**src/rtl/ones_pkg.sv**
```systemverilog
// Shared definitions for the ones-word generator and its ones-counter counterpart.
package ones_pkg;

    localparam int unsigned WIDTH = 16;
    localparam int unsigned CNT_W = 5;

    // Fibonacci taps for x^16 + x^14 + x^13 + x^11 + 1 (bits 15, 13, 12, 10)
    localparam logic [15:0] LFSR_TAPS    = 16'hB400;
    localparam logic [15:0] DEFAULT_SEED = 16'hACE1;

    typedef enum logic [1:0] {
        IDLE,
        GEN,
        DONE
    } state_e;

    // Reference population count used to check generated words
    function automatic logic [CNT_W-1:0] popcount16(input logic [15:0] w);
        logic [CNT_W-1:0] n;
        n = '0;
        for (int k = 0; k < 16; k++) begin
            n = n + {4'b0, w[k]};
        end
        return n;
    endfunction

endpackage

```
**src/rtl/ones_word_gen_if.sv**
```systemverilog
// Command/result bundle between a stimulus driver and the ones-word generator.
interface ones_word_gen_if;

    logic        start;
    logic [4:0]  count_in;
    logic        seed_load;
    logic [15:0] seed;
    logic        busy;
    logic        done;
    logic        bit_out;
    logic [15:0] word_out;

    // Driver side: issues requests, observes the generated word
    modport master (
        output start,
        output count_in,
        output seed_load,
        output seed,
        input  busy,
        input  done,
        input  bit_out,
        input  word_out
    );

    // Generator side
    modport slave (
        input  start,
        input  count_in,
        input  seed_load,
        input  seed,
        output busy,
        output done,
        output bit_out,
        output word_out
    );

endinterface

```
**src/rtl/lfsr16.sv**
```systemverilog
// 16-bit Fibonacci LFSR with seed load; a zero seed is replaced by the default.
module lfsr16 #(
    parameter logic [15:0] DEFAULT_SEED = ones_pkg::DEFAULT_SEED
) (
    input  logic        clk_i,
    input  logic        reset_i,
    input  logic        load_i,
    input  logic [15:0] seed_i,
    input  logic        step_i,
    output logic [15:0] q_o
);

    import ones_pkg::*;

    logic [15:0] q_q;
    logic        fb;

    assign fb  = ^(q_q & LFSR_TAPS);
    assign q_o = q_q;

    // Reset, then load, then step; the all-zero lock-up state is never loaded
    always_ff @(posedge clk_i) begin
        if (reset_i) begin
            q_q <= DEFAULT_SEED;
        end else if (load_i) begin
            q_q <= (seed_i == 16'h0000) ? DEFAULT_SEED : seed_i;
        end else if (step_i) begin
            q_q <= {q_q[14:0], fb};
        end
    end

endmodule

```
**src/rtl/ones_word_gen.sv**
```systemverilog
// Builds a 16-bit word LSB first with exactly the requested number of ones;
// placement follows the LFSR, but ones are forced once remaining positions run out.
module ones_word_gen #(
    parameter int unsigned WIDTH        = ones_pkg::WIDTH,
    parameter logic [15:0] DEFAULT_SEED = ones_pkg::DEFAULT_SEED
) (
    input  logic              clk_i,
    input  logic              reset_i,
    ones_word_gen_if.slave    gen_if
);

    import ones_pkg::*;

    state_e           state_q;
    logic [CNT_W-1:0] r_q;
    logic [3:0]       i_q;
    logic [WIDTH-1:0] shift_q;
    logic [WIDTH-1:0] word_q;
    logic             busy_q;
    logic             done_q;
    logic             bit_q;

    logic [15:0]      lfsr_q;
    logic [CNT_W-1:0] p;
    logic [CNT_W-1:0] cnt_sat;
    logic             gen_bit;
    logic [WIDTH-1:0] shift_d;
    logic [CNT_W-1:0] r_d;

    lfsr16 #(
        .DEFAULT_SEED (DEFAULT_SEED)
    ) u_lfsr (
        .clk_i   (clk_i),
        .reset_i (reset_i),
        .load_i  (gen_if.seed_load && (state_q == IDLE)),
        .seed_i  (gen_if.seed),
        .step_i  (state_q == GEN),
        .q_o     (lfsr_q)
    );

    // Bit decision for the current step: forced 0 when no ones remain,
    // forced 1 when every remaining position must be a one, else random
    always_comb begin
        p       = CNT_W'(WIDTH) - {1'b0, i_q};
        cnt_sat = (gen_if.count_in > CNT_W'(WIDTH)) ? CNT_W'(WIDTH) : gen_if.count_in;
        if (r_q == '0) begin
            gen_bit = 1'b0;
        end else if (r_q >= p) begin
            gen_bit = 1'b1;
        end else begin
            gen_bit = lfsr_q[0];
        end
        shift_d      = shift_q;
        shift_d[i_q] = gen_bit;
        r_d          = r_q - {{(CNT_W-1){1'b0}}, gen_bit};
    end

    // Control FSM with counters, shift register and registered outputs
    always_ff @(posedge clk_i) begin
        if (reset_i) begin
            state_q <= IDLE;
            r_q     <= '0;
            i_q     <= '0;
            shift_q <= '0;
            word_q  <= '0;
            busy_q  <= 1'b0;
            done_q  <= 1'b0;
            bit_q   <= 1'b0;
        end else begin
            unique case (state_q)
                IDLE: begin
                    done_q <= 1'b0;
                    bit_q  <= 1'b0;
                    if (gen_if.start) begin
                        r_q     <= cnt_sat;
                        i_q     <= '0;
                        shift_q <= '0;
                        busy_q  <= 1'b1;
                        state_q <= GEN;
                    end
                end
                GEN: begin
                    bit_q   <= gen_bit;
                    shift_q <= shift_d;
                    r_q     <= r_d;
                    i_q     <= i_q + 4'd1;
                    if (i_q == 4'(WIDTH - 1)) begin
                        word_q  <= shift_d;
                        busy_q  <= 1'b0;
                        done_q  <= 1'b1;
                        state_q <= DONE;
                    end
                end
                DONE: begin
                    done_q  <= 1'b0;
                    bit_q   <= 1'b0;
                    state_q <= IDLE;
                end
                default: begin
                    state_q <= IDLE;
                end
            endcase
        end
    end

    assign gen_if.busy     = busy_q;
    assign gen_if.done     = done_q;
    assign gen_if.bit_out  = bit_q;
    assign gen_if.word_out = word_q;

endmodule

```
**src/flat_wrapper.sv**
```systemverilog
// flat-port wrapper written by rule: the top's interface ports become plain ports
module ones_word_gen_flat import ones_pkg::*;
#(
    parameter int unsigned WIDTH        = ones_pkg::WIDTH,
    parameter logic [15:0] DEFAULT_SEED = ones_pkg::DEFAULT_SEED
)
  (clk_i, reset_i, gen_if_start, gen_if_count_in, gen_if_seed_load, gen_if_seed, gen_if_busy, gen_if_done, gen_if_bit_out, gen_if_word_out);
  ones_word_gen_if gen_if_i ();
  input  logic clk_i;
  input  logic reset_i;
  input wire logic [$bits(gen_if_i.start)-1:0] gen_if_start;
  input wire logic [$bits(gen_if_i.count_in)-1:0] gen_if_count_in;
  input wire logic [$bits(gen_if_i.seed_load)-1:0] gen_if_seed_load;
  input wire logic [$bits(gen_if_i.seed)-1:0] gen_if_seed;
  output wire logic [$bits(gen_if_i.busy)-1:0] gen_if_busy;
  output wire logic [$bits(gen_if_i.done)-1:0] gen_if_done;
  output wire logic [$bits(gen_if_i.bit_out)-1:0] gen_if_bit_out;
  output wire logic [$bits(gen_if_i.word_out)-1:0] gen_if_word_out;
  assign gen_if_i.start = gen_if_start;
  assign gen_if_i.count_in = gen_if_count_in;
  assign gen_if_i.seed_load = gen_if_seed_load;
  assign gen_if_i.seed = gen_if_seed;
  assign gen_if_busy = gen_if_i.busy;
  assign gen_if_done = gen_if_i.done;
  assign gen_if_bit_out = gen_if_i.bit_out;
  assign gen_if_word_out = gen_if_i.word_out;
  ones_word_gen #(.WIDTH(WIDTH), .DEFAULT_SEED(DEFAULT_SEED)) u_core (.clk_i(clk_i), .reset_i(reset_i), .gen_if(gen_if_i));
endmodule
```
**config.mk**
```make
export PLATFORM = sky130hd
export DESIGN_NAME = ones_word_gen_flat
export DESIGN_NICKNAME = d
export VERILOG_FILES = /design/src/rtl/ones_pkg.sv /design/src/rtl/ones_word_gen_if.sv /design/src/rtl/lfsr16.sv /design/src/rtl/ones_word_gen.sv /design/src/flat_wrapper.sv
export SDC_FILE = /design/constraint.sdc
export NUM_CORES = 1
export LEC_CHECK = 0
export CORE_ASPECT_RATIO = 0.6
export CORE_MARGIN = 3
export CORE_UTILIZATION = 50
export CTS_BUF_LIST = sky130_fd_sc_hd__clkbuf_2
export DETAILED_ROUTE_END_ITERATION = 10
export PLACE_DENSITY_LB_ADDON = 0.08
export RECOVER_POWER = 50
export SETUP_SLACK_MARGIN = 0.05
export SLEW_MARGIN = 20
export SYNTH_ARGS = -nofsm -noshare
export SYNTH_HDL_FRONTEND = slang
export SYNTH_HIERARCHICAL = 1
export SYNTH_SLANG_ARGS = --single-unit
```
**constraint.sdc**
```tcl
create_clock -name clk_i -period 3.08 [get_ports clk_i]
set_input_delay 0.308 -clock clk_i [delete_from_list [all_inputs] [get_ports clk_i]]
set_output_delay 0.308 -clock clk_i [all_outputs]
set_load 0.005 [all_outputs]
```
Word level (Yosys, flattened, before mapping)
Index checks and enable logic that the tools add are counted.
- flip-flop bits (word level): 62
- logic and storage cells: 60
- add/sub/neg operators: 3
- order comparisons: 4
- equal/unequal tests: 5
- muxes and demuxes: 24
- reductions and logical operators: 15
- operators by type and width (cell ; count):
    $mux W16 ; 4
    $pmux W16 S2 ; 1
    $bwmux W16 ; 1
    $logic_not A16 Y1 ; 1
    $reduce_xor A16 Y1 ; 1
    $mux W5 ; 2
    $pmux W5 S2 ; 1
    $pmux W4 S2 ; 1
    $reduce_and A2 Y1 ; 4
    $mux W1 ; 6
    $pmux W1 S2 ; 3
    $reduce_bool A2 Y1 ; 3
    $ge A5 B5 Y1 ; 1
    $gt A5 B5 Y1 const B ; 1
    $logic_not A5 Y1 ; 1
    $lt A4 B5 Y1 const B ; 1
    $sub A5 B1 Y5 ; 1
    $sub A5 B4 Y5 const A ; 1
    $add A4 B1 Y4 const B ; 1
    $demux W1 S4 ; 1
    $eq A4 B4 Y1 const B ; 1
    $ge A4 B1 Y1 const B ; 1
    $mux W2 ; 2
    $mux W4 ; 1
    9 further kinds ; 10

Longest topological paths before layout
- depth in word-level cells: 6
- mapped depth: 13

Modules after synthesis
Netlist, hierarchy kept.
- modules (own cells, without submodules) (module ; instances ; cells an instance ; area an instance (um^2) ; seq. area each (um^2)):
    ones_word_gen ; 1 ; 260 ; 2317.2 ; 900.9
    lfsr16 ; 1 ; 87 ; 809.5 ; 320.3

Worst setup path after synthesis
OpenSTA, ideal clock, no wires.
- path kind: flip-flop to flip-flop
- from: register u_core.i_q[0]
- to: register u_core.r_q[4]
- library setup time: 0.086 ns
- arrival: 2.689 ns
- data required time: 2.994 ns
- setup slack: 0.304 ns
- stages on the path, launching flop included: 13
- cells stage by stage: dfxtp_1 -> inv_1 -> ha_1 -> xor2_1 -> ha_1 -> a211oi_1 -> a31o_4 -> inv_2 -> ha_1 -> ha_1 -> nor3b_1 -> a31o_1 -> a221oi_2
- longest elaborated chain between the ends: 6
- RTL lines (element ; RTL line ; text):
    start, declared ; ones_word_gen.sv:16 ; logic [3:0] i_q;
    start signal, assigned ; ones_word_gen.sv:86 ; i_q <= i_q + 4'd1;
    $sub A5 B4 Y5 ; ones_word_gen.sv:44 ; p = CNT_W'(WIDTH) - {1'b0, i_q};
    $ge A5 B5 Y1 ; ones_word_gen.sv:48 ; end else if (r_q >= p) begin
    $mux W1 ; ones_word_gen.sv:48 ;
    $mux W1 ; ones_word_gen.sv:46 ; if (r_q == '0) begin
    $sub A5 B1 Y5 ; ones_word_gen.sv:55 ; r_d = r_q - {{(CNT_W-1){1'b0}}, gen_bit};
    $pmux W5 S2 ; ones_word_gen.sv:70 ; unique case (state_q)
    end signal, assigned ; ones_word_gen.sv:75 ; r_q <= cnt_sat;
    end signal, assigned ; ones_word_gen.sv:85 ; r_q <= r_d;
    end, declared ; ones_word_gen.sv:15 ; logic [CNT_W-1:0] r_q;
Every way passes these cells.
A chain may end at the register's enable or synchronous reset.

Worst setup path in the final report
- from: register u_core.i_q[1]
- to: register u_core.r_q[4]
The elaborated chain is that of the path after synthesis.

==> flow_results.xml <==
<?xml version="1.0" encoding="UTF-8"?>
<metrics>
  <group name="run_status">
    <metric name="outcome" unit="">finished clean</metric>
  </group>
  <group name="finish">
    <metric name="finalNetCount" unit="">426</metric>
    <metric name="antennaDiodeCount" unit="">0</metric>
    <metric name="final_layout_size_suffix_gt1_share" unit="%">13.67</metric>
    <metric name="fillerInstances" unit="">515</metric>
    <metric name="layout.area.seq" unit="um2">1225</metric>
    <metric name="syn_to_final_growth" unit="%">20.01</metric>
    <metric name="final_design_area_no_fill" unit="um2">3752</metric>
    <metric name="multi_input_gate_area" unit="um2">1728</metric>
  </group>
  <group name="logic_synthesis">
    <metric name="ys_seq_elements" unit="">61</metric>
    <metric name="post_synth_num_cell_types" unit="">53</metric>
    <metric name="asyncSetResetFlopFracSynth" unit="%">0</metric>
    <metric name="average_footprint_of_a_synthesized_cell" unit="um2">9.011</metric>
    <metric name="synth_enable_flop_cells" unit="">0</metric>
    <metric name="syn-num-nets" unit="">383</metric>
    <metric name="post_synth_instance_area" unit="um2">3127</metric>
    <metric name="synth_flop_cell" unit="">sky130_fd_sc_hd__dfxtp_1</metric>
    <metric name="netlist_instances" unit="">347</metric>
    <metric name="yosysWarningCount" unit="">6</metric>
    <metric name="sequential_to_total_area_share_from_yosys_stat" unit="%">39.06</metric>
  </group>
  <group name="power">
    <metric name="power.sequential.fraction" unit="%">47.6</metric>
    <metric name="power.share.switching" unit="%">29.79</metric>
    <metric name="power.static_leakage" unit="nW">1.417</metric>
    <metric name="internal-power" unit="W">0.001259</metric>
    <metric name="clock_share_of_power" unit="%">30.9</metric>
    <metric name="pwr_density_cell" unit="nW/um2">477.9</metric>
    <metric name="pwr-share-comb" unit="%">21.5</metric>
    <metric name="p_switching" unit="W">0.0005342</metric>
    <metric name="vdd_ir_drop_max" unit="uV">256.5</metric>
  </group>
  <group name="sta">
    <metric name="min_cycle_time_layout" unit="ns">2.827</metric>
    <metric name="rsz0062_at_grt" unit="">no</metric>
    <metric name="max_freq" unit="MHz">353.7</metric>
    <metric name="drv_slew" unit="">0</metric>
    <metric name="worstMarginPinSlew" unit="ns">1.053</metric>
    <metric name="timing_hold_violations_final" unit="">0</metric>
    <metric name="max-slew-margin-rel" unit="%">29.82</metric>
    <metric name="post-route-period-util" unit="%">91.80</metric>
    <metric name="setup-violations-final" unit="">0</metric>
    <metric name="final.setup.tns" unit="ns">0</metric>
    <metric name="fin_skew" unit="ns">0.02403</metric>
  </group>
  <group name="floorplan">
    <metric name="rows" unit="">21</metric>
    <metric name="die_area" unit="um2">7270</metric>
    <metric name="die-width" unit="um">108.1</metric>
    <metric name="ioPinCount" unit="">44</metric>
    <metric name="chipHeight" unit="um">67.26</metric>
    <metric name="effective_utilization_at_floorplan" unit="%">53.85</metric>
    <metric name="core" unit="um2">5807</metric>
  </group>
  <group name="placed_design">
    <metric name="placement.io_buffers" unit="">43</metric>
    <metric name="gp_congestion" unit="">0.9293</metric>
    <metric name="placedInstanceArea" unit="um2">3622</metric>
    <metric name="dp.final_hpwl" unit="um">5681</metric>
  </group>
  <group name="setup_path">
    <metric name="critical_path.startpoint_type" unit="">flip-flop</metric>
    <metric name="worstPathMaxFanout" unit="">9</metric>
    <metric name="number_of_cells_on_the_worst_reg_to_reg_path" unit="">13</metric>
    <metric name="worstSetupStartpoint" unit="">u_core/i_q[1]</metric>
    <metric name="r2r_slack" unit="ns">0.25</metric>
    <metric name="setup.worst_path.class" unit="">reg -&gt; reg</metric>
    <metric name="worst-endpoint-arrival" unit="ns">3.26</metric>
    <metric name="critical_path_required" unit="ns">3.51</metric>
    <metric name="worst_reg2reg_startpoint" unit="">u_core/i_q[1]</metric>
    <metric name="end_kind" unit="">flip-flop</metric>
  </group>
  <group name="clock_tree">
    <metric name="clock_latency_on_the_worst_skew_pair" unit="ns">0.51</metric>
    <metric name="h-tree-depth" unit="">3</metric>
    <metric name="cts_buffers" unit="">9</metric>
    <metric name="clk_pin_slew_worst_paths" unit="ns">0.16</metric>
    <metric name="tritoncts" unit="">built</metric>
    <metric name="clock_sinks" unit="">61</metric>
    <metric name="max-clock-path-buffers" unit="">2</metric>
    <metric name="clock_tree.root_cell" unit="">sky130_fd_sc_hd__clkbuf_2</metric>
  </group>
  <group name="routing">
    <metric name="initial_drc_count" unit="">214</metric>
    <metric name="drcViolationCount" unit="">0</metric>
    <metric name="detailroute.via_count" unit="">2768</metric>
    <metric name="detail-route-antenna-nets" unit="">0</metric>
    <metric name="routed_wl" unit="um">8100</metric>
    <metric name="routedWlPerCell" unit="um">17.05</metric>
    <metric name="vias_per_cell" unit="">5.827</metric>
    <metric name="1st_pass_router_iterations" unit="">5</metric>
  </group>
  <group name="hold_path">
    <metric name="number_of_instances_on_the_worst_hold_path" unit="">3</metric>
    <metric name="hold_removal_path_class" unit="">in -&gt; reg</metric>
    <metric name="holdCritStartpoint" unit="">gen_if_seed[9]</metric>
  </group>
  <group name="grt">
    <metric name="first_global_vias" unit="">2580</metric>
    <metric name="grt_start_max_net_pins" unit="">27</metric>
    <metric name="grt_antenna_before_repair" unit="">0</metric>
    <metric name="grt-ovfl-total" unit="">0</metric>
    <metric name="first_pass_grt_wire_length" unit="um">13170</metric>
    <metric name="grt_usage" unit="%">23.69</metric>
  </group>
  <group name="job">
    <metric name="maxCapViolations" unit="">0</metric>
  </group>
</metrics>
-- registers in the layout, indices dropped and copies added (netlist names) --
register and flops:
u_core/r_q 5, u_core/state_q 2, u_core/gen_if.done 1, u_core/shift_q 15
u_core/gen_if.word_out 16, u_core/gen_if.busy 1, u_core/i_q 4, u_core/u_lfsr/q_o 16
u_core/gen_if.bit_out 1
-- placed cells by master (no fill, tap or decap), types with 3 or more instances in the layout --
cell type                         count
sky130_fd_sc_hd__inv_1               15
sky130_fd_sc_hd__buf_4                8
sky130_fd_sc_hd__dfxtp_1             58
sky130_fd_sc_hd__o22ai_1              9
sky130_fd_sc_hd__o32ai_1              3
sky130_fd_sc_hd__o21ai_1              9
sky130_fd_sc_hd__nand2b_1            12
sky130_fd_sc_hd__dlygate4sd3_1       19
sky130_fd_sc_hd__o21bai_1             4
sky130_fd_sc_hd__a211oi_1             5
sky130_fd_sc_hd__clkbuf_1             3
sky130_fd_sc_hd__nor2_1              28
sky130_fd_sc_hd__and2_1               7
sky130_fd_sc_hd__nand3_1             10
sky130_fd_sc_hd__ha_1                 9
sky130_fd_sc_hd__nor2b_1              6
sky130_fd_sc_hd__a32o_1               7
sky130_fd_sc_hd__a21oi_1             31
sky130_fd_sc_hd__dfxtp_2              3
sky130_fd_sc_hd__o21ai_0              5
sky130_fd_sc_hd__nor3_1               5
sky130_fd_sc_hd__or4_4                3
sky130_fd_sc_hd__mux2_2               6
sky130_fd_sc_hd__nand2_1             23
sky130_fd_sc_hd__a21boi_1             6
sky130_fd_sc_hd__xor2_1               3
sky130_fd_sc_hd__o32ai_2              7
sky130_fd_sc_hd__mux2i_1              9
sky130_fd_sc_hd__clkdlybuf4s50_1     24
sky130_fd_sc_hd__clkbuf_2            10
sky130_fd_sc_hd__nand3b_1             7
-- critical path: stages, from the launching register on --
cell	delay, ns
sky130_fd_sc_hd__dfxtp_2	0.38
sky130_fd_sc_hd__inv_1	0.12
sky130_fd_sc_hd__ha_4	0.18
sky130_fd_sc_hd__nand2_1	0.13
sky130_fd_sc_hd__ha_1	0.33
sky130_fd_sc_hd__o21ai_1	0.07
sky130_fd_sc_hd__a22o_1	0.24
sky130_fd_sc_hd__a31o_4	0.22
sky130_fd_sc_hd__inv_4	0.11
sky130_fd_sc_hd__ha_2	0.21
sky130_fd_sc_hd__ha_1	0.19
sky130_fd_sc_hd__nor3b_4	0.22
sky130_fd_sc_hd__o21ai_0	0.12
sky130_fd_sc_hd__a221oi_2	0.23
-- through the flow --
stage	util (%)	power [W]	instances	worst slack, ns	hold slack, ns
after floorplan	-	0.001116	347	0.3045	0.4095
after global placement	62.38	0.001222	459	0.2046	0.4404
after global routing	64.62	0.001889	475	0.05483	0.3944
after detailed placement	62.38	0.001232	459	-0.006811	0.4434
after CTS	64.75	0.001786	475	0.08052	0.4034
final	64.62	0.001793	475	0.2526	0.4295
-- cells by family after synthesis --
group	Yosys count	share of synthesized area (%)
and+or+nand+nor	114	19.53
AOI/OAI and AO/OA	99	23.77
DFF	61	39.06
buffers and inverters	40	6.083
muxes	17	5.762
adders and majority gates	11	4.402
xor gates and xnor gates	5	1.401
-- per-layer routing --
metal	track usage, %	part of all wire, %
met5	0	0
met4	5.984	0.93
met3	7.259	6.4
met2	33.82	41
met1	34.64	51
-- worst paths after layout --
kind / to
min reg2reg: u_core/gen_if.word_out[4]
min: u_core/u_lfsr/q_o[9]
max: u_core/r_q[4]
max reg2reg: u_core/r_q[4]
-- power by group through the flow --
stage	clock network [W]	registers [W]	logic (W)
after floorplan	0	0.000859	0.000258
after global placement	0	0.000866	0.000356
after detailed placement	0	0.000867	0.000365
after CTS	0.000562	0.000852	0.000372
after global routing	0.000612	0.000859	0.000418
final	0.000554	0.000854	0.000386
-- cells in the mapped netlist (all sizes together) (2+ instances only) --
library cell   n  area, um2
a21oi         31      155.2
nand2b        13      83.83
nor2          29      108.9
mux2i          9      90.09
o21bai         4      30.03
nand3b         7      52.55
xnor2          2      17.52
nor4bb         2      20.02
mux2           8      90.08
and2           7      43.79
nand2         24      92.59
dfxtp         61       1221
xor2           3      26.28
o22ai          9      56.30
nor3           5      25.02
a31o           2      26.28
or4            4      41.29
a21o           2      15.01
clkbuf         6      22.52
a21boi         8      60.05
nand3         11      60.06
nand4          2      12.51
a211oi         5      37.54
inv           18      67.57
ha            11      137.6
o21ai         14      70.06
buf           16      100.1
nor3b          2      15.01
nor2b          6      37.54
o32ai         10      140.1
a221oi         2      23.77
a32o           7      70.07
-- final cells by class --
type,count,area share (%)
Multi-Input combinational cell,246,46.05
Sequential cell,61,32.64
Timing Repair Buffer,54,13.37
Tap cell,80,2.668
Clock inverter,6,2.067
Inverter,18,1.867
Clock buffer,10,1.334
-- repair_timing --
item | 4_1_cts | 5_1_grt
gates cloned | 0 | 0
buffers inserted | 0 | 0
endpoints found under the setup margin | 1 | 2
resized for setup | 4 | 7
hold buffers | 0 | 0
Power figures use the tool's default switching activity.
